===== src/rtl/tcm_boot_loader_if.sv =====
// -----------------------------------------------------------------------------
// tcm_boot_loader_if
//
// Host word stream into the TCM boot loader.
//
// Handshake: a beat transfers on a rising clock edge when s_valid and s_ready
// are both high. The host holds s_data/s_sel/s_boot stable while s_valid is
// high and the beat has not transferred. s_ready may rise or fall without
// regard to s_valid.
//
// Signals:
//   s_valid  host -> loader  beat valid
//   s_ready  loader -> host  loader accepts a beat this cycle
//   s_data   host -> loader  32-bit word, byte 0 in s_data[7:0]
//   s_sel    host -> loader  target: 0 = ITCM, 1 = DTCM
//   s_boot   host -> loader  beat is a boot command (s_data/s_sel ignored)
//
// Modports:
//   master  host side
//   slave   loader side
// -----------------------------------------------------------------------------
interface tcm_boot_loader_if;
  logic        s_valid;
  logic        s_ready;
  logic [31:0] s_data;
  logic        s_sel;
  logic        s_boot;

  modport master (
    output s_valid,
    output s_data,
    output s_sel,
    output s_boot,
    input  s_ready
  );

  modport slave (
    input  s_valid,
    input  s_data,
    input  s_sel,
    input  s_boot,
    output s_ready
  );
endinterface


===== src/rtl/tcm_boot_loader.sv =====
// -----------------------------------------------------------------------------
// tcm_boot_loader
//
// Loads program and data words from a host stream into the core's TCMs and
// then boots the core. Each 32-bit word is written as four byte writes,
// little-endian, on consecutive cycles. The core is held in reset while
// loading. A boot beat releases the core reset, and one cycle later raises
// cpu_start. A word that would run past the end of its TCM is dropped. That
// sets a sticky error and parks the loader, which keeps the core in reset and
// drains the host, until rst_.
//
// Ports:
//   clk        clock
//   rst_       asynchronous active-low reset
//   host       host word stream (tcm_boot_loader_if.slave)
//   itcm_en    ITCM byte-write enable     (registered)
//   itcm_addr  ITCM byte address          (registered)
//   itcm_data  ITCM byte data             (registered)
//   dtcm_en    DTCM byte-write enable     (registered)
//   dtcm_addr  DTCM byte address          (registered)
//   dtcm_data  DTCM byte data             (registered)
//   cpu_rst_   core reset, active-low     (registered)
//   cpu_start  core start                 (registered)
//   busy       a word is being serialised
//   error      sticky overflow flag
//   state_dbg  current FSM state (state_t encoding)
// -----------------------------------------------------------------------------
module tcm_boot_loader #(
  parameter int     PC_SIZE    = 32,
  parameter int     DATA_SIZE  = 32,
  parameter longint ITCM_BYTES = 1024,
  parameter longint DTCM_BYTES = 1024
) (
  input  logic                 clk,
  input  logic                 rst_,
  tcm_boot_loader_if.slave     host,
  output logic                 itcm_en,
  output logic [PC_SIZE-1:0]   itcm_addr,
  output logic [7:0]           itcm_data,
  output logic                 dtcm_en,
  output logic [DATA_SIZE-1:0] dtcm_addr,
  output logic [7:0]           dtcm_data,
  output logic                 cpu_rst_,
  output logic                 cpu_start,
  output logic                 busy,
  output logic                 error,
  output logic [2:0]           state_dbg
);

  typedef enum logic [2:0] {
    ST_IDLE = 3'd0,
    ST_SER  = 3'd1,
    ST_REL  = 3'd2,
    ST_RUN  = 3'd3,
    ST_ERR  = 3'd4
  } state_t;

  // The pointers carry one extra bit so that a completely full TCM
  // (pointer == capacity == 2^SIZE) can be represented without wrapping.
  localparam int IW = PC_SIZE + 1;
  localparam int DW = DATA_SIZE + 1;

  localparam logic [IW-1:0] I_LIMIT = IW'(ITCM_BYTES);
  localparam logic [DW-1:0] D_LIMIT = DW'(DTCM_BYTES);
  localparam logic [IW-1:0] I_STEP  = IW'(4);
  localparam logic [DW-1:0] D_STEP  = DW'(4);

  // ---------------------------------------------------------------------------
  // State
  // ---------------------------------------------------------------------------
  state_t              state_q,  state_d;
  logic [31:0]         word_q,   word_d;
  logic                sel_q,    sel_d;
  logic [1:0]          idx_q,    idx_d;
  logic [IW-1:0]       iptr_q,   iptr_d;
  logic [DW-1:0]       dptr_q,   dptr_d;
  logic                error_q,  error_d;

  logic                itcm_en_q,   itcm_en_d;
  logic [PC_SIZE-1:0]  itcm_addr_q, itcm_addr_d;
  logic [7:0]          itcm_data_q, itcm_data_d;
  logic                dtcm_en_q,   dtcm_en_d;
  logic [DATA_SIZE-1:0] dtcm_addr_q, dtcm_addr_d;
  logic [7:0]          dtcm_data_q, dtcm_data_d;
  logic                core_rel_q,  core_rel_d;
  logic                start_q,     start_d;

  // ---------------------------------------------------------------------------
  // Handshake decode
  // ---------------------------------------------------------------------------
  logic ready;
  logic accept;
  logic last_byte;

  assign last_byte = (state_q == ST_SER) && (idx_q == 2'd3);

  always_comb begin
    ready = 1'b0;
    unique case (state_q)
      ST_IDLE: ready = 1'b1;
      ST_SER:  ready = last_byte;      // overlap the next word with byte 3
      ST_ERR:  ready = 1'b1;           // keep draining the host after an overflow
      ST_REL,
      ST_RUN:  ready = 1'b0;
      default: ready = 1'b0;
    endcase
  end

  assign host.s_ready = ready;
  assign accept       = host.s_valid & ready;

  // ---------------------------------------------------------------------------
  // Next-state and next-output logic
  // ---------------------------------------------------------------------------
  logic        take_beat;   // this cycle may start a new word or boot
  logic        emit;        // drive a byte write on the next cycle
  logic [31:0] emit_word;
  logic        emit_sel;
  logic [1:0]  emit_idx;
  logic [7:0]  emit_byte;

  always_comb begin
    state_d     = state_q;
    word_d      = word_q;
    sel_d       = sel_q;
    idx_d       = idx_q;
    iptr_d      = iptr_q;
    dptr_d      = dptr_q;
    error_d     = error_q;
    take_beat   = 1'b0;
    emit        = 1'b0;
    emit_word   = word_q;
    emit_sel    = sel_q;
    emit_idx    = idx_q;
    emit_byte   = 8'd0;
    itcm_en_d   = 1'b0;
    itcm_addr_d = '0;
    itcm_data_d = 8'd0;
    dtcm_en_d   = 1'b0;
    dtcm_addr_d = '0;
    dtcm_data_d = 8'd0;
    // The core sees reset released from REL onwards and start from RUN
    // onwards, each one register stage after the state is entered.
    core_rel_d  = (state_q == ST_REL) || (state_q == ST_RUN);
    start_d     = (state_q == ST_RUN);

    unique case (state_q)
      ST_IDLE: take_beat = 1'b1;
      ST_SER: begin
        if (last_byte) begin
          // Word complete: retire it, then possibly chain the next beat.
          take_beat = 1'b1;
          state_d   = ST_IDLE;
          if (sel_q) dptr_d = dptr_q + D_STEP;
          else       iptr_d = iptr_q + I_STEP;
        end else begin
          idx_d    = idx_q + 2'd1;
          emit     = 1'b1;
          emit_idx = idx_q + 2'd1;
        end
      end
      ST_REL:  state_d = ST_RUN;
      ST_RUN,
      ST_ERR:  state_d = state_q;
      default: state_d = ST_IDLE;
    endcase

    // New beat. The overflow check uses the pointer after the word that is
    // finishing on this edge has been retired.
    if (take_beat && accept) begin
      if (host.s_boot) begin
        state_d = ST_REL;
      end else if (host.s_sel ? ((dptr_d + D_STEP) > D_LIMIT)
                              : ((iptr_d + I_STEP) > I_LIMIT)) begin
        error_d = 1'b1;
        state_d = ST_ERR;
      end else begin
        word_d    = host.s_data;
        sel_d     = host.s_sel;
        idx_d     = 2'd0;
        state_d   = ST_SER;
        emit      = 1'b1;
        emit_word = host.s_data;
        emit_sel  = host.s_sel;
        emit_idx  = 2'd0;
      end
    end

    emit_byte = emit_word[{emit_idx, 3'b000} +: 8];

    // iptr_d/dptr_d hold the base of the word being written in every case:
    // unchanged mid-word, freshly advanced when a chained word starts.
    if (emit && !emit_sel) begin
      itcm_en_d   = 1'b1;
      itcm_addr_d = iptr_d[PC_SIZE-1:0] + PC_SIZE'(emit_idx);
      itcm_data_d = emit_byte;
    end
    if (emit && emit_sel) begin
      dtcm_en_d   = 1'b1;
      dtcm_addr_d = dptr_d[DATA_SIZE-1:0] + DATA_SIZE'(emit_idx);
      dtcm_data_d = emit_byte;
    end
  end

  // ---------------------------------------------------------------------------
  // Registers
  // ---------------------------------------------------------------------------
  always_ff @(posedge clk or negedge rst_) begin
    if (!rst_) begin
      state_q     <= ST_IDLE;
      word_q      <= 32'd0;
      sel_q       <= 1'b0;
      idx_q       <= 2'd0;
      iptr_q      <= '0;
      dptr_q      <= '0;
      error_q     <= 1'b0;
      itcm_en_q   <= 1'b0;
      itcm_addr_q <= '0;
      itcm_data_q <= 8'd0;
      dtcm_en_q   <= 1'b0;
      dtcm_addr_q <= '0;
      dtcm_data_q <= 8'd0;
      core_rel_q  <= 1'b0;
      start_q     <= 1'b0;
    end else begin
      state_q     <= state_d;
      word_q      <= word_d;
      sel_q       <= sel_d;
      idx_q       <= idx_d;
      iptr_q      <= iptr_d;
      dptr_q      <= dptr_d;
      error_q     <= error_d;
      itcm_en_q   <= itcm_en_d;
      itcm_addr_q <= itcm_addr_d;
      itcm_data_q <= itcm_data_d;
      dtcm_en_q   <= dtcm_en_d;
      dtcm_addr_q <= dtcm_addr_d;
      dtcm_data_q <= dtcm_data_d;
      core_rel_q  <= core_rel_d;
      start_q     <= start_d;
    end
  end

  // ---------------------------------------------------------------------------
  // Outputs
  // ---------------------------------------------------------------------------
  assign itcm_en   = itcm_en_q;
  assign itcm_addr = itcm_addr_q;
  assign itcm_data = itcm_data_q;
  assign dtcm_en   = dtcm_en_q;
  assign dtcm_addr = dtcm_addr_q;
  assign dtcm_data = dtcm_data_q;
  assign cpu_rst_  = core_rel_q;
  assign cpu_start = start_q;
  assign busy      = (state_q == ST_SER);
  assign error     = error_q;
  assign state_dbg = state_q;

endmodule


===== src/flat_wrapper.sv =====
// flat-port wrapper written by rule: the top's interface ports become plain ports
module tcm_boot_loader_flat 
#(
  parameter int     PC_SIZE    = 32,
  parameter int     DATA_SIZE  = 32,
  parameter longint ITCM_BYTES = 1024,
  parameter longint DTCM_BYTES = 1024
)
  (clk, rst_, itcm_en, itcm_addr, itcm_data, dtcm_en, dtcm_addr, dtcm_data, cpu_rst_, cpu_start, busy, error, state_dbg, host_s_valid, host_s_data, host_s_sel, host_s_boot, host_s_ready);
  tcm_boot_loader_if host_i ();
  input  logic clk;
  input  logic rst_;
  output logic itcm_en;
  output logic [PC_SIZE-1:0] itcm_addr;
  output logic [7:0] itcm_data;
  output logic dtcm_en;
  output logic [DATA_SIZE-1:0] dtcm_addr;
  output logic [7:0] dtcm_data;
  output logic cpu_rst_;
  output logic cpu_start;
  output logic busy;
  output logic error;
  output logic [2:0] state_dbg;
  input wire logic [$bits(host_i.s_valid)-1:0] host_s_valid;
  input wire logic [$bits(host_i.s_data)-1:0] host_s_data;
  input wire logic [$bits(host_i.s_sel)-1:0] host_s_sel;
  input wire logic [$bits(host_i.s_boot)-1:0] host_s_boot;
  output wire logic [$bits(host_i.s_ready)-1:0] host_s_ready;
  assign host_i.s_valid = host_s_valid;
  assign host_i.s_data = host_s_data;
  assign host_i.s_sel = host_s_sel;
  assign host_i.s_boot = host_s_boot;
  assign host_s_ready = host_i.s_ready;
  tcm_boot_loader #(.PC_SIZE(PC_SIZE), .DATA_SIZE(DATA_SIZE), .ITCM_BYTES(ITCM_BYTES), .DTCM_BYTES(DTCM_BYTES)) u_core (.clk(clk), .rst_(rst_), .host(host_i), .itcm_en(itcm_en), .itcm_addr(itcm_addr), .itcm_data(itcm_data), .dtcm_en(dtcm_en), .dtcm_addr(dtcm_addr), .dtcm_data(dtcm_data), .cpu_rst_(cpu_rst_), .cpu_start(cpu_start), .busy(busy), .error(error), .state_dbg(state_dbg));
endmodule

===== config.mk =====
export PLATFORM = sky130hd
export DESIGN_NAME = tcm_boot_loader_flat
export DESIGN_NICKNAME = d
export VERILOG_FILES = /design/src/rtl/tcm_boot_loader_if.sv /design/src/rtl/tcm_boot_loader.sv /design/src/flat_wrapper.sv
export SDC_FILE = /design/constraint.sdc
export NUM_CORES = 1
export LEC_CHECK = 0
export BUFFER_PORTS_ARGS = -buffer_cell sky130_fd_sc_hd__buf_2
export CORE_MARGIN = 1.5
export CORE_UTILIZATION = 45
export DETAILED_ROUTE_END_ITERATION = 12
export SYNTH_ARGS = -nofsm -noshare
export SYNTH_HDL_FRONTEND = slang
export SYNTH_SLANG_ARGS = --single-unit

===== constraint.sdc =====
create_clock -name clk -period 5.4 [get_ports clk]
set_input_delay 0.27 -clock clk [delete_from_list [all_inputs] [get_ports clk]]
set_output_delay 0.27 -clock clk [all_outputs]
set_load 0.01 [all_outputs]

# ---- Word level (Yosys, flattened, before mapping)
# Index checks and enable logic that the tools add are counted.
dict set report totals {
  regBits 189
  inputBits 37
  word_cells 82
}
dict set report op_classes {
  add_sub_neg 7
  n_lt_le_gt_ge 2
  eq_ne 7
  n_shift 1
  n_mux 37
  bitwise_logic 2
  n_reduce_logical 11
}
# op count
set op_table {}
lappend op_table {{2-to-1 mux 33 bit} 6}
lappend op_table {{2-to-1 mux 32 bit} 5}
lappend op_table {{adder 33 x 3 -> 33 bit (second input constant)} 4}
lappend op_table {{greater-than comparator 33 x 11 -> 1 bit (second input constant)} 2}
lappend op_table {{adder 32 x 2 -> 32 bit} 2}
lappend op_table {{indexed part select 32 x 6 -> 8 bit} 1}
lappend op_table {{2-to-1 mux 8 bit} 2}
lappend op_table {{2-to-1 mux 1 bit} 12}
lappend op_table {{2-to-1 mux 3 bit} 4}
lappend op_table {{2-to-1 mux 2 bit} 5}
lappend op_table {{one-hot mux 3 bit (3 select lines)} 1}
lappend op_table {{== test 3 x 2 -> 1 bit (second input constant)} 2}
lappend op_table {{logical AND 1 bit} 4}
lappend op_table {{one-hot mux 1 bit (2 select lines)} 2}
lappend op_table {{== test 3 x 1 -> 1 bit (second input constant)} 1}
lappend op_table {{== test 3 bit (second input constant)} 1}
lappend op_table {{zero test 3 bit} 1}
lappend op_table {{inequality test 3 x 1 -> 1 bit (second input constant)} 1}
lappend op_table {{AND reduction 3 bit} 1}
lappend op_table {{OR reduction 3 bit} 1}
lappend op_table {{adder 2 x 1 -> 2 bit (second input constant)} 1}
lappend op_table {{== test 2 bit (second input constant)} 1}
lappend op_table {{inequality test 2 x 1 -> 1 bit (second input constant)} 1}
lappend op_table {{AND reduction 2 bit} 1}
lappend op_table {{other kinds (5)} 5}

# ---- Longest topological paths before layout
# Gate-level depths: netlist of run 1.
dict set report depth {
  ltp_word 13
  depth_mapped 18
  ltp_nobuf 13
}

# ---- Worst setup path after synthesis of run 1
# OpenSTA, ideal clock, no wires.
dict set report synth_timing {
  path_kind {register to register}
  startpoint {reg u_core.idx_q[0]}
  endpoint {reg u_core.word_q[22]}
  arrival_ns 4.249
  slack_ns 1.026
  stages_incl_launch_ff 18
  cell_sequence {dfrtp_1 > ha_1 > buf_2 > nand4bb_1 > buf_2 > or4_4 > or4_1 > xor2_1 > a21oi_1 > nand4_2 > nor4b_1 > o211ai_1 > or4_1 > clkbuf_1 > nor2b_1 > buf_6 > buf_6 > mux2_4}
}
dict set report synth_between {
  elab_chain_len 10
}
# element line_no
set synth_lines {}
lappend synth_lines {{start, declared} tcm_boot_loader.sv:74} ;# logic [1:0] idx_q, idx_d;
lappend synth_lines {{start signal, assigned} tcm_boot_loader.sv:229} ;# idx_q <= idx_d;
lappend synth_lines {{== test 2 bit (*)} tcm_boot_loader.sv:95} ;# assign last_byte = (state_q == ST_SER) && (idx_q == 2'd3);
lappend synth_lines {{logical AND 1 bit (*)} tcm_boot_loader.sv:95}
lappend synth_lines {{2-to-1 mux 33 bit} tcm_boot_loader.sv:150} ;# if (last_byte) begin
lappend synth_lines {{2-to-1 mux 33 bit} tcm_boot_loader.sv:147} ;# unique case (state_q)
lappend synth_lines {{adder 33 x 3 -> 33 bit (on tied branches)} {tcm_boot_loader.sv:174, tcm_boot_loader.sv:173}}
lappend synth_lines {{greater-than comparator 33 x 11 -> 1 bit (on tied branches)} {tcm_boot_loader.sv:174, tcm_boot_loader.sv:173}}
lappend synth_lines {{2-to-1 mux 1 bit} tcm_boot_loader.sv:173} ;# end else if (host.s_sel ? ((dptr_d + D_STEP) > D_LIMIT)
lappend synth_lines {{2-to-1 mux 32 bit (2 in a row)} -}
lappend synth_lines {{2-to-1 mux 32 bit (*)} -}
lappend synth_lines {{net u_core.emit_word[22]} tcm_boot_loader.sv:117} ;# logic [31:0] emit_word;
lappend synth_lines {{end signal, assigned} tcm_boot_loader.sv:227} ;# word_q <= word_d;
lappend synth_lines {{end, declared} tcm_boot_loader.sv:72} ;# logic [31:0] word_q, word_d;
# The timed path passes the listed nets; every way through them passes the cells marked *.
# A chain may end at the register's enable or synchronous reset.

# ---- Worst setup path after layout of run 1
dict set report layout_timing {
  startpoint {reg u_core.idx_q[0]}
  endpoint {reg u_core.dtcm_addr_q[14], in the netlist u_core.dtcm_addr[14]}
}
dict set report layout_between {
  elab_chain_len 12
}
# element line_no
set layout_lines {}
lappend layout_lines {{== test 2 bit} tcm_boot_loader.sv:95}
lappend layout_lines {{logical AND 1 bit} tcm_boot_loader.sv:95}
lappend layout_lines {{2-to-1 mux 33 bit} tcm_boot_loader.sv:150}
lappend layout_lines {{2-to-1 mux 33 bit} tcm_boot_loader.sv:147}
lappend layout_lines {{adder 33 x 3 -> 33 bit (on tied branches)} {tcm_boot_loader.sv:174, tcm_boot_loader.sv:173}}
lappend layout_lines {{greater-than comparator 33 x 11 -> 1 bit (on tied branches)} {tcm_boot_loader.sv:174, tcm_boot_loader.sv:173}}
lappend layout_lines {{2-to-1 mux 1 bit} tcm_boot_loader.sv:173}
lappend layout_lines {{2-to-1 mux 2 bit (tied with other cells)} tcm_boot_loader.sv:173}
lappend layout_lines {{2-to-1 mux 2 bit / 2-to-1 mux 1 bit (equally long branches)} tcm_boot_loader.sv:171} ;# if (host.s_boot) begin
lappend layout_lines {{2-to-1 mux 2 bit / 2-to-1 mux 1 bit (equally long branches)} tcm_boot_loader.sv:170} ;# if (take_beat && accept) begin
lappend layout_lines {{adder 32 x 2 -> 32 bit / logical AND 1 bit (equally long branches)} {tcm_boot_loader.sv:200, tcm_boot_loader.sv:198}}
lappend layout_lines {{2-to-1 mux 32 bit (*)} tcm_boot_loader.sv:198} ;# if (emit && emit_sel) begin
lappend layout_lines {{net u_core.dtcm_addr_d[14]} tcm_boot_loader.sv:83} ;# logic [DATA_SIZE-1:0] dtcm_addr_q, dtcm_addr_d;
lappend layout_lines {{end signal, assigned} tcm_boot_loader.sv:237} ;# dtcm_addr_q <= dtcm_addr_d;
lappend layout_lines {{end, declared} tcm_boot_loader.sv:83}
# Marked as above.

==> flow_summary.ini, run 1 <==
[run_status]
status = completed

[pwr]
p_comb_frac = 0.018
pwr_density_cell_nw_per_um2 = 243
leakage_nw = 5.25
p_clk_frac = 0.467
p_sw_mw = 0.635
swShare = 0.236
internal-power_mw = 2.05
vdd_drop_max_v = 0.000179
seqPwrFrac = 0.515
p_total_mw = 2.69

[hold_path]
hp-class = input pin to flop
holdPathStages = 2

[clocking]
clockBufferDepth = 2
cts_made_buffers = 17
cts-htree-levels = 4
cts_setup_buffers = 0
clkTransAtPathRegs_ns = 0.08
cts_tree = built
worstSkewPairLatency_ns = 0.44
clock-sinks = 185
cts-root-buf = clkbuf_16

[synthesis]
avgSynthCellArea_um2 = 10.2
yosys.cell_types.count = 75
synthesis.area_um2 = 9370
synth.net_count = 958
synth_async_sr_flop_share = 1.00
yosysSeqAreaShare = 0.494
synth_top_area_frac = 0.494
synth_warnings = 0
synth_edf_count = 0
synth_top_area_cell = dfrtp_1
ys.flop_type = dfrtp_1
ys_ff_latch = 185
synthTopCellsByArea = dfrtp_1, xnor2_1, mux2_2, nand2_1, nor2_1
synth_cells = 918

[grt]
grt.met1_usage = 0.322
antenna_found_initial = 0
grt_pass1_vias = 7387
grt_overflow = 0
grtUsageMet3 = 0.0444
use_met2 = 0.367
grt_first_pass_wirelength_um = 39700
grt.total_usage = 0.233
grt_max_degree = 71
busiest_layer = met2

[setup_path]
crit_slowest_cell = or4_1
cp-end-kind = flop
required_ns = 5.74
path_cells = ha_1 -> nand4bb_1 -> or4_1 -> or3_4 -> a211o_1 -> or4_4 -> nor4_2 -> o211ai_1 -> a211o_1 -> nor4_4 -> buf_4 -> nor2_1 -> buf_4 -> a21oi_1
worst_ep_arrival_time_ns = 5.33
critical_path.max_fanout = 22
worstSetupPathType = flop to flop
critPathMaxStageDelay_ns = 0.59
ff2ff_path_depth = 14
setup.worst_path.start_class = flop

[detailed_routing]
viasPerCell = 5.73
wl_per_cell_um = 18.5
ant_nets = 0
detail_route.wirelength_um = 24800
first_pass_iters = 7
vias = 7691
drc = 0
initialDrtViolationCount = 735

[floorplanning]
start_util = 0.462
row_count = 52
die-area_um2 = 21700
coreArea_um2 = 20300
die_w_um = 147
io_pins = 127
fp.dieH_um = 147

[cells_and_area]
register_area_um2 = 4630
multi_input_area_um2 = 4390
n_fill_cell = 1882
fin_nets = 1100
n_antenna_cell = 0
fin_util = 0.544
drive_gt1_frac = 0.238
syn_to_final_growth_pct = 17.9

[timing]
finalMaxSlewViolations = 0
grt_setup_unrepaired = no
finClkSkew_ns = 0.0118
min_period_ns = 4.99
timing.fmax_mhz = 200
hold_violations = 0
min_period_over_period = 0.924
relSlewSlack = 0.398
worst_pin_slew_ns = 0.902
tns_ns = 0
setup_violations = 0

[job]
maxCapViolCount = 0

[placement]
place_congestion = 0.967
place_hpwl_um = 17800
portBuffers = 126
per-layer routing:
layer / routed length (µm) / vias up
met3: 1520 / 48
met1: 11000 / 3693
met5: 0 / -
li1: - / 3624
met2: 11700 / 326
met4: 626 / 0
final timing paths:
check	from	endpoint	slack, ns
max in group asynchronous	rst_	u_core.iptr_q[22]	3.82
min	host_s_data[24]	u_core.word_q[24]	0.06
min in group asynchronous	rst_	u_core.dtcm_addr[7]	0.33
max reg2reg	u_core.idx_q[0]	u_core.dtcm_addr[14]	0.41
max	u_core.idx_q[0]	u_core.dtcm_addr[14]	0.41
min reg2reg	u_core.error	u_core.error	0.47
power groups by stage:
stage,Sequential [mW],Clock (mW),Combinational [mW]
after floorplan,1.41,0,0.00408
after global placement,1.41,0,0.0498
after detailed placement,1.41,0,0.0505
after CTS,1.38,1.28,0.0511
after global routing,1.38,1.34,0.0562
final,1.38,1.26,0.0481
timing repair:
action / CTS / global route
hold endpoints to repair: 49 / 0
hold buffers: 1 / 0
resized for setup: 0 / 1
endpoints found under the setup margin: 0 / 26
placed cells by master (no fill, tap or decap), types with 8 or more instances in the layout:
master and instances:
nor3_1 22, dfrtp_1 185, nor4_1 29, inv_1 53, or3_1 10, o21ai_0 32, buf_4 35, and2_1 11
o21a_1 14, mux4_2 8, xnor2_1 43, xor2_1 17, nand4_1 37, and4_1 11, and3_1 12, a21boi_0 16
buf_2 125, clkbuf_16 17, nor2b_1 11, nand2_1 74, o211ai_1 10, a21oi_1 23, a31oi_1 10, nor2_1 70
nand3_1 36, nor3b_1 11, mux2_2 32
synthesized netlist by cell type, drive strengths merged, types with 14 or more instances:
| library cell | n |
|---|---|
| a21boi | 16 |
| a21oi | 23 |
| buf | 16 |
| clkbuf | 24 |
| dfrtp | 185 |
| inv | 53 |
| mux2 | 35 |
| nand2 | 74 |
| nand3 | 36 |
| nand4 | 40 |
| nor2 | 70 |
| nor3 | 23 |
| nor4 | 31 |
| o21a | 14 |
| o21ai | 32 |
| xnor2 | 43 |
| xor2 | 17 |
flip-flops by register name, summed over array words and instances (netlist names), 2 cells and up:
register / flops
u_core.dtcm_addr: 32
u_core.itcm_addr: 32
u_core.word_q: 32
u_core.dptr_q: 31
u_core.iptr_q: 31
u_core.dtcm_data: 8
u_core.itcm_data: 8
u_core.state_dbg: 3
u_core.idx_q: 2
critical path, delay by kind of cell, from the launching register on:
kind / cells / cell delay [ns]
flops: 1 / 0.37
compound gates: 4 / 1.12
simple gates: 7 / 2.52
buf+inv: 2 / 0.52
fa+ha+maj: 1 / 0.34
cell families after synthesis:
group                      count (synthesis)  share of synthesized area
xor gates and xnor gates                  60                     0.0561
DFF                                      185                      0.494
AOI/OAI and AO/OA                        151                      0.110
adders and majority gates                  3                    0.00401
muxes                                     46                     0.0657
and+or+nand+nor                          380                      0.230
buffers and inverters                     93                     0.0405
area by class of cell:
cell class	instances	area share
inverter	53	0.0180
tap	270	0.0306
multi-input combinational	641	0.397
timing repair buffer	162	0.0826
sequential	185	0.419
clock inverter	14	0.0140
clock buffer	17	0.0385
through the flow:
step | worst slack, ns | area (µm²) | instances | hold slack (ns)
6_report | 0.410 | 11000 | 1342 | 0.0564
5_1_grt | 0.0207 | 11000 | 1342 | 0.0450
3_3_place_gp | 0.543 | 10400 | 1309 | 0.241
2_1_floorplan | 1.03 | 9370 | 918 | -0.0256
3_5_place_dp | 0.411 | 10400 | 1309 | 0.245
4_1_cts | 0.396 | 11000 | 1341 | 0.0393
No activity file was read; power rests on OpenSTA's default activity.
==> run 2, diff against run 1 <==
- CELL_PAD_IN_SITES_DETAIL_PLACEMENT: not set -> 0
- CELL_PAD_IN_SITES_GLOBAL_PLACEMENT: not set -> 1
- PLACE_DENSITY_LB_ADDON: not set -> 0.1
==> run 2 against run 1 <==
Effect of this change:
- the flow now finishes with violations (negative hold slack)
- die area stayed put
- register-to-register slack better by 0.02 ns
- sequential cell count stayed put
- critical endpoint is now u_core.word_q[10]
- highest routed layer unchanged
==> flow_summary.ini, run 2 (same netlist as run 1, synthesis figures left out) <==
[clocking]
cts_setup_buffers = 0
clock-sinks = 185
cts-hold-fix-buffers = 0
clockBufferDepth = 2
cts-htree-levels = 4
post_cts_resized = 0
worstSkewPairLatency_ns = 0.44
clkTransAtPathRegs_ns = 0.08
cts-root-buf = clkbuf_16
cts_made_buffers = 17
cts_tree = built

[run_status]
status = finished with violations
violations = negative hold slack

[detailed_routing]
viasPerCell = 5.61
wl_per_cell_um = 18.3
initialDrtViolationCount = 470
ant_nets = 0
first_pass_iters = 5
vias = 7522
drc = 0
detail_route.wirelength_um = 24500

[cells_and_area]
final_cell_mix = dfrtp_1, buf_2, nand2_1
n_antenna_cell = 0
syn_to_final_growth_pct = 18.0
multi_input_area_um2 = 4380
fin_nets = 1098
mostFrequentLayoutCell = dfrtp_1
stdcell_area_um2 = 11100
register_area_um2 = 4630
n_fill_cell = 1849
fin_util = 0.545
stdcell_count = 1341
drive_gt1_frac = 0.240

[placement]
dpl.cell_count = 1309
place_hpwl_um = 17900
portBuffers = 126
place_congestion = 0.918
post_dp_cell_area_um2 = 10500

[setup_path]
startpoint = u_core.idx_q[0]
crit_slowest_cell = nor2b_4
worst_ep_arrival_time_ns = 5.29
path_cells = ha_1 -> and4bb_2 -> nand4_2 -> or3_1 -> a221o_1 -> or4b_2 -> o41ai_1 -> o211ai_1 -> o211ai_1 -> or4_1 -> nor2b_4 -> mux2_2
critPathTopFamily = simple AND/OR/NAND/NOR gates
critical_path.max_fanout = 39
ff2ff_path_depth = 12
r2r_slack_ns = 0.43
cp_num_buf_inv = 0
required_ns = 5.72
crit_top_cell = o211ai_1
setup.worst_path.start_class = flop
regToRegStartpoint = u_core.idx_q[0]
cp-end-kind = flop
rr_endpoint = u_core.word_q[10]
worstSetupPathType = flop to flop
critPathMaxStageDelay_ns = 0.88

[job]
maxCapViolCount = 0

[floorplanning]
fp.dieH_um = 147
coreArea_um2 = 20300
die_w_um = 147
start_util = 0.462
io_pins = 127
die-area_um2 = 21700
row_count = 52

[pwr]
internal-power_mw = 2.08
swShare = 0.239
p_sw_mw = 0.653
pwr_density_cell_nw_per_um2 = 247
leakage_nw = 5.25
p_clk_frac = 0.476
seqPwrFrac = 0.507
p_comb_frac = 0.017
vdd_drop_max_v = 0.000184

[timing]
hold_violations = 2
finClkSkew_ns = 0.0106
grt_setup_unrepaired = no
tns_ns = 0
min_period_ns = 4.97
fin_hold_ws_ns = -0.00832
finalMaxSlewViolations = 0
min_period_over_period = 0.920
worst_pin_slew_ns = 1.10
relSlewSlack = 0.264
setup_violations = 0
timing.fmax_mhz = 201

[grt]
grt.total_usage = 0.235
grt_first_pass_wirelength_um = 40000
grt_overflow = 0
antenna_found_initial = 0
grt_max_degree = 131
grt_pass1_vias = 7457

[hold_path]
hp-class = input pin to asynchronous set/reset pin
[run 2: worst max-delay path by stage]
| stage | to | slack [ns] | cells after the start |
|---|---|---|---|
| final | u_core.word_q[10] | 0.43 | 12 |
| after global routing | u_core.word_q[1] | 0.05 | 13 |
| after CTS | u_core.word_q[10] | 0.46 | 12 |
| after detailed placement | u_core.word_q[10] | 0.51 | 12 |
| after global placement | u_core.word_q[19] | 0.56 | 12 |
| after floorplan | u_core.word_q[22] | 1.03 | 17 |
[run 2: final cells by class]
cell class | instances | area share
Tap cell | 270 | 0.0305
Multi-Input combinational cell | 640 | 0.396
Inverter | 53 | 0.0180
Clock inverter | 14 | 0.0154
Clock buffer | 18 | 0.0397
Timing Repair Buffer | 161 | 0.0816
Sequential cell | 185 | 0.419
[run 2: power by group through the flow]
stage / combinational, mW / clock [mW] / sequential (mW)
detailed placement: 0.0486 / 0 / 1.41
finish: 0.0456 / 1.30 / 1.38
CTS: 0.0486 / 1.33 / 1.38
global route: 0.0543 / 1.39 / 1.38
floorplan: 0.00408 / 0 / 1.41
global placement: 0.0482 / 0 / 1.41
[run 2: per-stage QoR]
step           setup slack (ns)  power [mW]
2_1_floorplan              1.03        1.42
3_3_place_gp              0.561        1.46
3_5_place_dp              0.507        1.46
4_1_cts                   0.462        2.76
5_1_grt                  0.0479        2.82
6_report                  0.433        2.73
[run 2: metal layers]
metal  track usage  vias up  routed length [µm]  share of wire
met2         0.393      236               12000           0.49
li1              -     3611                   -              -
met4        0.0820        0                 527          0.021
met5             0        -                   0              0
met3        0.0370       40                1140          0.046
met1         0.311     3635               10900           0.44
[run 2: worst reg2reg max path, stage by stage, from the launching register on]
cell and delay, ns:
dfrtp_1 0.36, ha_1 0.21, and4bb_2 0.46, nand4_2 0.14, or3_1 0.40, a221o_1 0.42, or4b_2 0.67, o41ai_1 0.40
o211ai_1 0.14, o211ai_1 0.13, or4_1 0.18, nor2b_4 0.88, mux2_2 0.46
